## src/rtl/ae_frame_gen_if.sv

```systemverilog
// Streaming RGB pixel bus between the frame source and its consumers.
// The master drives the data and the sync qualifiers.
interface ae_frame_gen_if #(
   parameter int rgb_width = 8
);
   logic [rgb_width-1:0] rgb_r;
   logic [rgb_width-1:0] rgb_g;
   logic [rgb_width-1:0] rgb_b;
   logic                 rgb_vsync;
   logic                 rgb_valid;

   modport master (
      output rgb_r, rgb_g, rgb_b,
      output rgb_vsync, rgb_valid
   );

   modport slave (
      input rgb_r, rgb_g, rgb_b,
      input rgb_vsync, rgb_valid
   );
endinterface

```

## src/rtl/ae_frame_gen.sv

```systemverilog
// Synthetic RGB frame source with programmable sync/blanking timing.
// Emits flat, ramp and checker test patterns on the pixel stream bus.
module ae_frame_gen #(
   parameter int rgb_width        = 8,
   parameter int resolution_long  = 1280,
   parameter int resolution_width = 720,
   parameter int h_blank          = 16,
   parameter int v_blank          = 32,
   parameter int vsync_len        = 8
) (
   input  logic                 clk,
   input  logic                 rst,
   input  logic                 start,
   input  logic                 stop,
   input  logic [7:0]           num_frames,
   input  logic [1:0]           pattern_sel,
   input  logic [rgb_width-1:0] flat_r,
   input  logic [rgb_width-1:0] flat_g,
   input  logic [rgb_width-1:0] flat_b,
   ae_frame_gen_if.master       pix,
   output logic                 frame_done,
   output logic                 busy,
   output logic [15:0]          frame_cnt
);

   typedef enum logic [2:0] {
      S_IDLE,
      S_VSYNC,
      S_VBP,
      S_ACTIVE,
      S_HBLANK,
      S_END
   } state_t;

   localparam logic [15:0] LAST_X  = 16'(resolution_long - 1);
   localparam logic [15:0] LAST_Y  = 16'(resolution_width - 1);
   localparam logic [15:0] VS_LAST = 16'(vsync_len - 1);
   localparam logic [15:0] VB_LAST = 16'(v_blank - 1);
   localparam logic [15:0] HB_LAST = 16'(h_blank - 1);
   localparam bit          HB_SKIP = (h_blank == 0);

   state_t state, state_nx;
   logic [15:0] cnt, cnt_nx;
   logic [15:0] x, x_nx;
   logic [15:0] y, y_nx;
   logic [7:0]  rem, rem_nx;
   logic        counted, counted_nx;
   logic        stop_pend, stop_pend_nx;
   logic        lat;

   logic [1:0]           pat;
   logic [rgb_width-1:0] fr, fg, fb;
   logic [rgb_width-1:0] px_r, px_g, px_b;

   always_comb begin
      state_nx     = state;
      cnt_nx       = cnt;
      x_nx         = x;
      y_nx         = y;
      rem_nx       = rem;
      counted_nx   = counted;
      stop_pend_nx = stop_pend;
      if (state != S_IDLE && stop)
         stop_pend_nx = 1'b1;
      unique case (state)
         S_IDLE: begin
            if (start) begin
               state_nx     = S_VSYNC;
               cnt_nx       = '0;
               rem_nx       = num_frames;
               counted_nx   = (num_frames != 8'd0);
               stop_pend_nx = 1'b0;
            end
         end
         S_VSYNC: begin
            if (cnt == VS_LAST) begin
               state_nx = S_VBP;
               cnt_nx   = '0;
            end else begin
               cnt_nx = cnt + 16'd1;
            end
         end
         S_VBP: begin
            if (cnt == VB_LAST) begin
               state_nx = S_ACTIVE;
               x_nx     = '0;
               y_nx     = '0;
            end else begin
               cnt_nx = cnt + 16'd1;
            end
         end
         S_ACTIVE: begin
            if (x == LAST_X) begin
               x_nx = '0;
               if (y == LAST_Y) begin
                  state_nx = S_END;
               end else if (HB_SKIP) begin
                  y_nx = y + 16'd1;
               end else begin
                  state_nx = S_HBLANK;
                  cnt_nx   = '0;
               end
            end else begin
               x_nx = x + 16'd1;
            end
         end
         S_HBLANK: begin
            if (cnt == HB_LAST) begin
               state_nx = S_ACTIVE;
               y_nx     = y + 16'd1;
            end else begin
               cnt_nx = cnt + 16'd1;
            end
         end
         S_END: begin
            cnt_nx = '0;
            if (counted)
               rem_nx = rem - 8'd1;
            // a stop arriving in this very cycle still ends the run here
            if (stop_pend_nx || (counted && rem == 8'd1)) begin
               state_nx     = S_IDLE;
               stop_pend_nx = 1'b0;
            end else begin
               state_nx = S_VSYNC;
            end
         end
         default: state_nx = S_IDLE;
      endcase
   end

   assign lat = (state_nx == S_VSYNC) && (state != S_VSYNC);

   always_ff @(posedge clk or posedge rst) begin
      if (rst) begin
         state     <= S_IDLE;
         cnt       <= '0;
         x         <= '0;
         y         <= '0;
         rem       <= '0;
         counted   <= 1'b0;
         stop_pend <= 1'b0;
         pat       <= '0;
         fr        <= '0;
         fg        <= '0;
         fb        <= '0;
      end else begin
         state     <= state_nx;
         cnt       <= cnt_nx;
         x         <= x_nx;
         y         <= y_nx;
         rem       <= rem_nx;
         counted   <= counted_nx;
         stop_pend <= stop_pend_nx;
         if (lat) begin
            pat <= pattern_sel;
            fr  <= flat_r;
            fg  <= flat_g;
            fb  <= flat_b;
         end
      end
   end

   always_comb begin
      px_r = '0;
      px_g = '0;
      px_b = '0;
      unique case (pat)
         2'd0: begin
            px_r = fr;
            px_g = fg;
            px_b = fb;
         end
         2'd1: begin
            px_r = x[rgb_width-1:0];
            px_g = x[rgb_width-1:0];
            px_b = x[rgb_width-1:0];
         end
         2'd2: begin
            px_r = y[rgb_width-1:0];
            px_g = y[rgb_width-1:0];
            px_b = y[rgb_width-1:0];
         end
         2'd3: begin
            px_r = {rgb_width{x[5] ^ y[5]}};
            px_g = {rgb_width{x[5] ^ y[5]}};
            px_b = {rgb_width{x[5] ^ y[5]}};
         end
         default: ;
      endcase
   end

   // outputs trail the state by one cycle so every port is a flop
   always_ff @(posedge clk or posedge rst) begin
      if (rst) begin
         pix.rgb_r     <= '0;
         pix.rgb_g     <= '0;
         pix.rgb_b     <= '0;
         pix.rgb_vsync <= 1'b0;
         pix.rgb_valid <= 1'b0;
         frame_done    <= 1'b0;
         busy          <= 1'b0;
         frame_cnt     <= '0;
      end else begin
         pix.rgb_valid <= (state == S_ACTIVE);
         pix.rgb_vsync <= (state == S_VBP) ||
                          (state == S_ACTIVE) ||
                          (state == S_HBLANK);
         pix.rgb_r     <= (state == S_ACTIVE) ? px_r : '0;
         pix.rgb_g     <= (state == S_ACTIVE) ? px_g : '0;
         pix.rgb_b     <= (state == S_ACTIVE) ? px_b : '0;
         frame_done    <= (state == S_END);
         busy          <= (state != S_IDLE);
         if (state == S_END)
            frame_cnt <= frame_cnt + 16'd1;
      end
   end

endmodule

```

## src/flat_wrapper.sv

```systemverilog
// flat-port wrapper written by rule: the top's interface ports become plain ports
module ae_frame_gen_flat 
#(
   parameter int rgb_width        = 8,
   parameter int resolution_long  = 1280,
   parameter int resolution_width = 720,
   parameter int h_blank          = 16,
   parameter int v_blank          = 32,
   parameter int vsync_len        = 8
)
  (clk, rst, start, stop, num_frames, pattern_sel, flat_r, flat_g, flat_b, frame_done, busy, frame_cnt, pix_rgb_r, pix_rgb_g, pix_rgb_b, pix_rgb_vsync, pix_rgb_valid);
  ae_frame_gen_if #(.rgb_width(rgb_width)) pix_i ();
  input  logic clk;
  input  logic rst;
  input  logic start;
  input  logic stop;
  input  logic [7:0] num_frames;
  input  logic [1:0] pattern_sel;
  input  logic [rgb_width-1:0] flat_r;
  input  logic [rgb_width-1:0] flat_g;
  input  logic [rgb_width-1:0] flat_b;
  output logic frame_done;
  output logic busy;
  output logic [15:0] frame_cnt;
  output wire logic [$bits(pix_i.rgb_r)-1:0] pix_rgb_r;
  output wire logic [$bits(pix_i.rgb_g)-1:0] pix_rgb_g;
  output wire logic [$bits(pix_i.rgb_b)-1:0] pix_rgb_b;
  output wire logic [$bits(pix_i.rgb_vsync)-1:0] pix_rgb_vsync;
  output wire logic [$bits(pix_i.rgb_valid)-1:0] pix_rgb_valid;
  assign pix_rgb_r = pix_i.rgb_r;
  assign pix_rgb_g = pix_i.rgb_g;
  assign pix_rgb_b = pix_i.rgb_b;
  assign pix_rgb_vsync = pix_i.rgb_vsync;
  assign pix_rgb_valid = pix_i.rgb_valid;
  ae_frame_gen #(.rgb_width(rgb_width), .resolution_long(resolution_long), .resolution_width(resolution_width), .h_blank(h_blank), .v_blank(v_blank), .vsync_len(vsync_len)) u_core (.clk(clk), .rst(rst), .start(start), .stop(stop), .num_frames(num_frames), .pattern_sel(pattern_sel), .flat_r(flat_r), .flat_g(flat_g), .flat_b(flat_b), .pix(pix_i), .frame_done(frame_done), .busy(busy), .frame_cnt(frame_cnt));
endmodule
```

## config.mk

```make
export PLATFORM = sky130hd
export DESIGN_NAME = ae_frame_gen_flat
export DESIGN_NICKNAME = d
export VERILOG_FILES = /design/src/rtl/ae_frame_gen_if.sv /design/src/rtl/ae_frame_gen.sv /design/src/flat_wrapper.sv
export SDC_FILE = /design/constraint.sdc
export NUM_CORES = 1
export LEC_CHECK = 0
export CAP_MARGIN = 20
export CORE_MARGIN = 1.5
export CORE_UTILIZATION = 50
export CTS_CLUSTER_DIAMETER = 150
export DETAILED_ROUTE_END_ITERATION = 12
export GPL_TIMING_DRIVEN = 0
export MAX_ROUTING_LAYER = met4
export PLACE_DENSITY = 0.76
export RECOVER_POWER = 50
export SYNTH_ARGS = -nofsm -noshare
export SYNTH_HDL_FRONTEND = slang
export SYNTH_SLANG_ARGS = --single-unit
export TNS_END_PERCENT = 50
```

## constraint.sdc

```tcl
create_clock -name clk -period 4 [get_ports clk]
set_input_delay 0.8 -clock clk [delete_from_list [all_inputs] [get_ports clk]]
set_output_delay 0.8 -clock clk [all_outputs]
set_load 0.02 [all_outputs]
```

==> impl_metrics.yaml <==
route:
  final_antenna_net_count: 0
  first_iter_violations: 416
  drc: 0
  vias: 5076
  first_pass_iters: 5
  viasPerCell: 5.697
  wirelength_mm: 14.80
  wire_per_inst_um: 16.61
logic_synthesis:
  syn-cell-area_sq_um: 6324
  ys.warnings.count: 0
  synth_cell_type_count: 67
  ys_async_sr_fraction_pct: 100.0
  synth_nets: 653
  yosysTopAreaCellShare_pct: 51.84
  syn_avg_cell_area_sq_um: 10.38
  yosysTopAreaCell: "dfrtp_1"
  synth-main-ff-cell: "dfrtp_1"
  ys_seq_elements: 131
  yosysSeqAreaShare_pct: 51.84
  synthCells: 609
  synth-edff-count: 0
  yosys-top-cells-count: "dfrtp_1 (131), o21ai_0 (56), nor2_1 (50), nand2_1 (43), a21oi_1 (28)"
  synth_most_common_cell: "dfrtp_1"
  ys_top_cells_by_area: "dfrtp_1 (52%), o21ai_0 (4.4%), mux2_2 (4.3%)"
finish:
  fillCellCount: 950
  n_antenna_cell: 0
  syn_to_final_growth_pct: 26.53
  final_net_count: 756
  drive_gt1_share_pct: 12.17
floorplan:
  io_pins: 82
  initial_core_util_pct: 52.00
  die_h_um: 115.5
  die_area_sq_um: 13330
  die_x_um: 115.5
  core_area_sq_um: 12160
  row_count: 40
sta:
  max_freq_ghz: 0.3676
  fin_crit_ns: 2.720
  finalCritPeriodShare_pct: 68.00
  finalHoldViolCount: 0
  maxSlewViolCount: 0
  slew_headroom_pct: 22.74
  finClkSkew_ns: 0.006991
  layout_setup_ws_ns: 1.280
  fin_setup_tns_ns: 0
  setup_violations: 0
  rsz0062_at_grt: "false"
  holdWs_ns: 0.4887
  tightest_slew_ns: 1.153
cts:
  cts_sinks: 131
  cts_tree: "built"
  cts_buffers: 17
  postCtsSetupRepairBufs: 0
  clkTransAtPathRegs_ns: 0.05
  cts_max_level: 4
  cts-hold-fix-buffers: 0
  cts_resized: 0
  cts-root-buf: "clkbuf_16"
  clk_latency_ns: 0.42
  ctsLongestPathBuffers: 2
critical_path:
  cp.required_ns: 4.29
  path_max_fanout: 10
  path_class: "register to register"
  startpoint_type: "register"
  path_delay_family: "compound AO/OA/AOI/OAI gates"
  path_buf_inv: 1
  cp_slowest_stage_delay_ns: 0.59
  critical-path-slowest-cell: "a21oi_1"
  arrival_ns: 3.01
  worstSetupEndpointType: "register"
  crit_chain: "ha_1 > nor4bb_1 > nand4_1 > a21oi_1 > buf_2 > a31oi_1 > o21ai_0 > o41ai_2"
pwr:
  power_leakage_nw: 3.470
  vdd_drop_max_uv: 357.5
  total_power_mw: 3.026
  p_per_area_nw_per_um2: 378.2
global_routing:
  grt_pass1_vias: 5063
  grt_overflow_total: 0
  grt_pass1_wl_mm: 24.92
  globalRoute.busiestLayer: "met2"
  use_met3_pct: 5.439
  antenna_found_initial: 0
  grt_use_total_pct: 24.95
  use_met1_pct: 32.54
  gr-usage-met2_pct: 38.74
  grt_max_degree: 44
placement:
  place_ws_ns: 1.023
  finalWeightedCongestion: 0.8945
  hpwl_mm: 10.40
  io_buffers: 81
status:
  status: "finished, final reports clean"
flow_run:
  cap_violations: 0
min_path:
  hp-class: "register to register"
layer usage:
metal	wire, um	part of all wire [%]
met3	724	4.9
met2	7376	50
met4	201	1.4
met5	0	0
met1	6502	44
flip-flops by register name (all words and copies together) (netlist names), 2 cells and up:
signal	flops
u_core.state	3
u_core.rem	8
u_core.pat	2
u_core.y	16
u_core.cnt	16
u_core.pix.rgb_r	8
u_core.fr	8
u_core.pix.rgb_b	8
u_core.fg	8
u_core.fb	8
u_core.pix.rgb_g	8
u_core.x	16
u_core.frame_cnt	16
logic make-up after synthesis:
logic type | share of synthesized area [%]
AOI/OAI and AO/OA | 15.93
and+or+nand+nor | 19.55
adders and majority gates | 1.187
muxes | 4.788
buffers and inverters | 2.968
xor gates and xnor gates | 3.740
DFF | 51.84
report_power, final:
group | leakage [nW] | internal (mW) | total, mW | switching (mW)
clock network | 0.283 | 1.02 | 1.57 | 0.554
registers | 1.76 | 1.34 | 1.35 | 0.00750
logic | 1.43 | 0.0537 | 0.106 | 0.0525
path summary, 6_finish.rpt:
kind	depth (start not counted)	to	from	slack, ns
min	1	u_core.pix.rgb_g[6]$_DFF_PP0_	u_core.fg[6]$_DFFE_PP0P_	0.49
min reg2reg	1	u_core.pix.rgb_g[6]$_DFF_PP0_	u_core.fg[6]$_DFFE_PP0P_	0.49
max in group asynchronous	4	u_core.cnt[14]$_DFFE_PP0P_	rst	2.01
min in group asynchronous	2	u_core.frame_cnt[0]$_DFFE_PP0N_	rst	1.07
max reg2reg	8	u_core.cnt[7]$_DFFE_PP0P_	u_core.cnt[0]$_DFFE_PP0P_	1.28
max	8	u_core.cnt[7]$_DFFE_PP0P_	u_core.cnt[0]$_DFFE_PP0P_	1.28
placed cells by master, fill, tap and decap left out, drive strengths merged, types with 5 or more instances in the layout:
cell	count
a21oi	28
a31oi	7
and3	13
buf	13
clkbuf	37
clkdlybuf4s50	80
clkinvlp	5
dfrtp	131
ha	6
inv	15
mux2	26
nand2	44
nand2b	14
nand3	26
nand3b	5
nand4	16
nor2	50
nor2b	5
nor3	9
nor4	10
o21a	23
o21ai	70
o31ai	15
or3	5
xnor2	14
xor2	13
layout make-up:
class,count,area [sq um],area share (%)
clock inverters,9,130.1,1.626
repair buffers,84,870.8,10.88
clock buffers,21,470.5,5.880
well taps,168,210.2,2.627
multi-input cells,436,2858,35.72
inverters,16,61.31,0.7662
plain buffers,26,122.6,1.532
flip-flops and latches,131,3278,40.97
through the flow:
step	instance area, sq um	util (%)	instances
detailed placement	7408	60.92	861
global placement	7348	60.42	858
floorplan	6327	-	609
finish	8001	65.79	891
CTS	8009	65.85	891
global route	8001	65.79	891
(Power assumes the default switching activity.)
==> RTL edit 1 (same settings) <==
`rgb_width` is set to 8 in 3 places; all go to 10.
--- a/src/rtl/ae_frame_gen_if.sv
+++ b/src/rtl/ae_frame_gen_if.sv
@@ -2,5 +2,5 @@
 // The master drives the data and the sync qualifiers.
 interface ae_frame_gen_if #(
-   parameter int rgb_width = 8
+   parameter int rgb_width = 10
 );
    logic [rgb_width-1:0] rgb_r;
--- a/src/rtl/ae_frame_gen.sv
+++ b/src/rtl/ae_frame_gen.sv
@@ -2,5 +2,5 @@
 // Emits flat, ramp and checker test patterns on the pixel stream bus.
 module ae_frame_gen #(
-   parameter int rgb_width        = 8,
+   parameter int rgb_width        = 10,
    parameter int resolution_long  = 1280,
    parameter int resolution_width = 720,
--- a/src/flat_wrapper.sv
+++ b/src/flat_wrapper.sv
@@ -2,5 +2,5 @@
 module ae_frame_gen_flat 
 #(
-   parameter int rgb_width        = 8,
+   parameter int rgb_width        = 10,
    parameter int resolution_long  = 1280,
    parameter int resolution_width = 720,
Interface: changed (6 resized); port bits go from 82 to 94. No check against the original RTL was run, so the function may have changed too.
==> RTL edit 1 against the original RTL <==
- the run now ends with capacitance limit, slew limit left
- synthesized area grew 8.5%
- routed wire length grew 11%
- first-iteration DRC count grew 40%
- clock skew grew 0.024 ns
- sequential cell count grew 12
- worst setup slack lost 0.15 ns
- final area grew 7.9%
- via count grew 12%
- global-route usage is essentially flat
- largest cell class unchanged
Power is not compared: it rests on default switching activity, and its combinational part moved more than twofold at a synthesized area within 25%.
==> RTL edit 1: results (changes against the original RTL) <==
M1 wire length 7100 um (+9.2%); Synth Net Count 714 (+9.3%); inverter count 31 (+15); CTS HTree Levels 4 (unchanged); ratio of cells with drive above 1 in the final layout 11.5% (-0.68 points); max-slew violations 40 (+40); Pre-Repair DR Iteration Count 7 (+2); reg2reg end u_core.fr[4]; FF-to-FF Start u_core.state[1]; Compound-Gate Fraction of Synth Area 15.0% (-0.92 points); r2r setup slk 1.36 ns (+0.08 ns); hold worst-path end u_core.cnt[15]; met1 Track Usage GR 31.7% (-0.82 points); gr usage total 24.9% (-0.032 points); GRT met3 Usage 5.13% (-0.31 points); vias in the first global route 5600 (+11%); Worst Clk Skew 0.0308 ns (+0.0238 ns); Top Layer Used met4; NonClk Buf Share 12.9% (+0.49 points); Max Cap Viol 1 (+1); DRT iter0 DRCs 584 (+40%); Post-synth EDFFs 0 (unchanged); first-pass GRT wire length 27500 um (+10%); worst reg-to-reg path cell count 6 (-2); multi-input combinational area share 35.1% (-0.64 points); register area share after synthesis 52.1% (+0.30 points); wire length on met3 800 um (+10%); hold_sp u_core.cnt[15]; met2 wire len 8210 um (+11%); FFs & Latches 143 (+9.2%); final wirelength 16400 um (+11%); met2 usage 39.5% (+0.73 points); adder-cell share of the synthesized area 1.09% (-0.093 points); hold slack 0.477 ns (-0.0120 ns); Sequential cell area 0.00358 mm2 (+9.2%); Synth area leaders dfrtp_1 52%, mux2_2 5.4%, o21a_1 3.3%; xor and xnor area share after synthesis 3.57% (-0.17 points); non-clock buffer count 128 (+16%); CLK BUF 18 (-14%); mux cell area share after synthesis 6.29% (+1.5 points); DP HPWL 11500 um (+10%); failing checks capacitance limit, slew limit; Unique masters post-synth 56 (-16%); CP max FO 40 (+30); Clock power frac 46.6%; Slew headroom -17.4% (-40 points); status complete, but fails checks; Post-Place Worst Slack 1.16 ns (+0.136 ns); #MultiIn Comb 458 (+5.0%); DR vias/cell 5.87 (+3.0%); later-pin clock latency in the skew report 0.44 ns (+0.02 ns); crit path DAT 3.28 ns (+0.27 ns); nets@finish 829 (+9.7%); Commonest cells post-synth 143 x dfrtp_1, 42 x nor2_1, 42 x o21ai_0, 39 x nand2_1, 33 x mux2_2; gpl congestion 0.878 (-1.8%); fill cell count 1022 (+7.6%); input/output buffers 93 (+15%)
## RTL edit 1: critical path, stage by stage
cell and delay, ns:
dlygate4sd3_1 0.55, clkinvlp_2 1.01, clkbuf_2 0.89
## RTL edit 1: worst max path at each step
| stage | to | slack [ns] | depth (start not counted) | startpoint |
|---|---|---|---|---|
| floorplan | u_core.busy | 1.41 | 1 | rst |
| global placement | u_core.frame_cnt[14] | 0.24 | 2 | rst |
| detailed placement | u_core.fr[4] | 1.16 | 6 | start |
| CTS | u_core.fb[5] | 1.34 | 6 | u_core.rem[3] |
| global route | u_core.cnt[12] | 0.70 | 3 | rst |
| finish | u_core.x[14] | 1.13 | 3 | rst |
## RTL edit 1: per-stage QoR
step	power [mW]	cell area, um2	cells	utilization (%)
floorplan	1.66	6870	664	-
global placement	1.79	8020	933	60.3
detailed placement	1.80	8080	936	60.8
CTS	3.35	8650	968	65.1
global route	3.45	8640	968	65.0
finish	3.32	8640	968	65.0
==> RTL edit 2 (config.mk and constraints unchanged) <==
Without the edit above. Encoding of `state_t`: now Gray code (3 bits for 6 states).
--- a/src/rtl/ae_frame_gen.sv
+++ b/src/rtl/ae_frame_gen.sv
@@ -25,10 +25,10 @@
 
    typedef enum logic [2:0] {
-      S_IDLE,
-      S_VSYNC,
-      S_VBP,
-      S_ACTIVE,
-      S_HBLANK,
-      S_END
+      S_IDLE   = 3'b000,
+      S_VSYNC  = 3'b001,
+      S_VBP    = 3'b011,
+      S_ACTIVE = 3'b010,
+      S_HBLANK = 3'b110,
+      S_END    = 3'b111
    } state_t;
 
Function: same outputs for any inputs over 10 cycles, from zero or initial values and one cycle with rst high; not proved beyond that.
==> RTL edit 2 against the original RTL <==
- cell count is 2.2% higher
- worst setup slack worse by 0.33 ns
- clock skew about the same
- die area shrank 0.64%
- routed wire length is 2.0% lower
- sequential cell count unchanged
- total power rose by 0.21%
- critical path depth decreased by 2
- synthesized area fell by 0.65%
- final area is 0.67% lower
- critical path type unchanged
- critical endpoint is now u_core.y[5]
==> RTL edit 2: results (changes against the original RTL) <==
cell family with most CP delay simple AND/OR/NAND/NOR gates; crit path DAT 3.34 ns (+0.33 ns); WL/cell 15.9 um (-4.2%); GRT met3 Usage 6.11% (+0.68 points); #MultiIn Comb 438 (+0.46%); Layout area overhead 26.5% (about the same); fill cell count 937 (-1.4%); M1 wire length 6580 um (+1.2%); gr usage total 24.2% (-0.78 points); DP HPWL 10200 um (-1.9%); dpl cells 879 (+2.1%); inverter count 26 (+10); register area share after synthesis 52.2% (+0.34 points); Post-DP Area 0.00737 mm2 (-0.56%); largest net degree at the start of global routing 43 (-2.3%); met2 usage 36.9% (-1.9 points); nets@finish 774 (+2.4%); sequential cell area share 41.2% (+0.28 points); multi-input logic area 0.00276 mm2 (-3.3%); post-route insts no fill 911 (+2.2%); non-clock buffer count 116 (+5.5%); Slew @ Worst Pin 1.21 ns (+0.0610 ns); Unique masters post-synth 57 (-15%); first-pass GRT wire length 24400 um (-2.2%); CLK BUF 20 (-4.8%); static leakage 3.34 nW (-3.7%); DR vias/cell 5.71 (+0.31%); clock network contribution to total cell area 7.57% (+0.067 points); IR Drop Worst-Case VDD 0.261 mV (-27%); Synth Net Count 671 (+2.8%); wire length on met3 608 um (-16%); DRT iter0 DRCs 281 (-32%); gpl congestion 0.853 (-4.6%); Syn Area/Cell 10.0 um2 (-3.5%); Max stage delay cell, worst path or4_1; met2 wire len 7040 um (-4.5%); status finished, final reports clean; NonClk Buf Share 12.5% (+0.12 points); met1 Track Usage GR 31.1% (-1.4 points)
## RTL edit 2: cell count changes after synthesis, sizes merged, moves of 6 or more
cell | unedited run | this run
and3 | 13 | 4
clkbuf | 14 | 25
inv | 16 | 26
nand2b | 14 | 5
nor3 | 9 | 19
nor4 | 10 | 21
o21ai | 70 | 56
o31ai | 15 | 3
xnor2 | 14 | 24
xor2 | 13 | 7
## RTL edit 2: through the flow
step           hold slack (ns)  utilization [%]  worst slack [ns]
2_1_floorplan            0.453                -              1.38
3_3_place_gp             0.458             60.3             0.456
3_5_place_dp             0.475             60.8             0.972
4_1_cts                  0.487             65.8              1.01
5_1_grt                  0.497             65.6             0.761
6_report                 0.476             65.6             0.948
## RTL edit 2: worst paths after layout
check,startpoint,end,slack [ns],depth (start not counted)
min in group asynchronous,rst,u_core.pix.rgb_b[4],1.08,2
min reg2reg,u_core.frame_cnt[15],u_core.frame_cnt[15],0.48,1
max in group asynchronous,rst,u_core.frame_cnt[15],1.17,4
min,u_core.frame_cnt[15],u_core.frame_cnt[15],0.48,1
max,u_core.cnt[11],u_core.y[5],0.95,6
max reg2reg,u_core.cnt[11],u_core.y[5],0.95,6
## RTL edit 2: cells by family after synthesis
kind of cell	count (synthesis)	synth area share, %
AO/OA/AOI/OAI	158	15.7
XOR/XNOR	31	4.32
adder cells (fa/ha/maj)	6	1.19
buffers and inverters	58	3.78
flip-flops	131	52.2
multiplexers	27	4.82
AND/OR/NAND/NOR	216	18.0
## RTL edit 2: power by group through the flow
stage | clock, mW | sequential, mW | combinational [mW]
6_report | 1.59 | 1.35 | 0.100
5_1_grt | 1.66 | 1.35 | 0.112
4_1_cts | 1.60 | 1.35 | 0.105
3_5_place_dp | 0 | 1.37 | 0.104
3_3_place_gp | 0 | 1.37 | 0.0953
2_1_floorplan | 0 | 1.37 | 0.0452
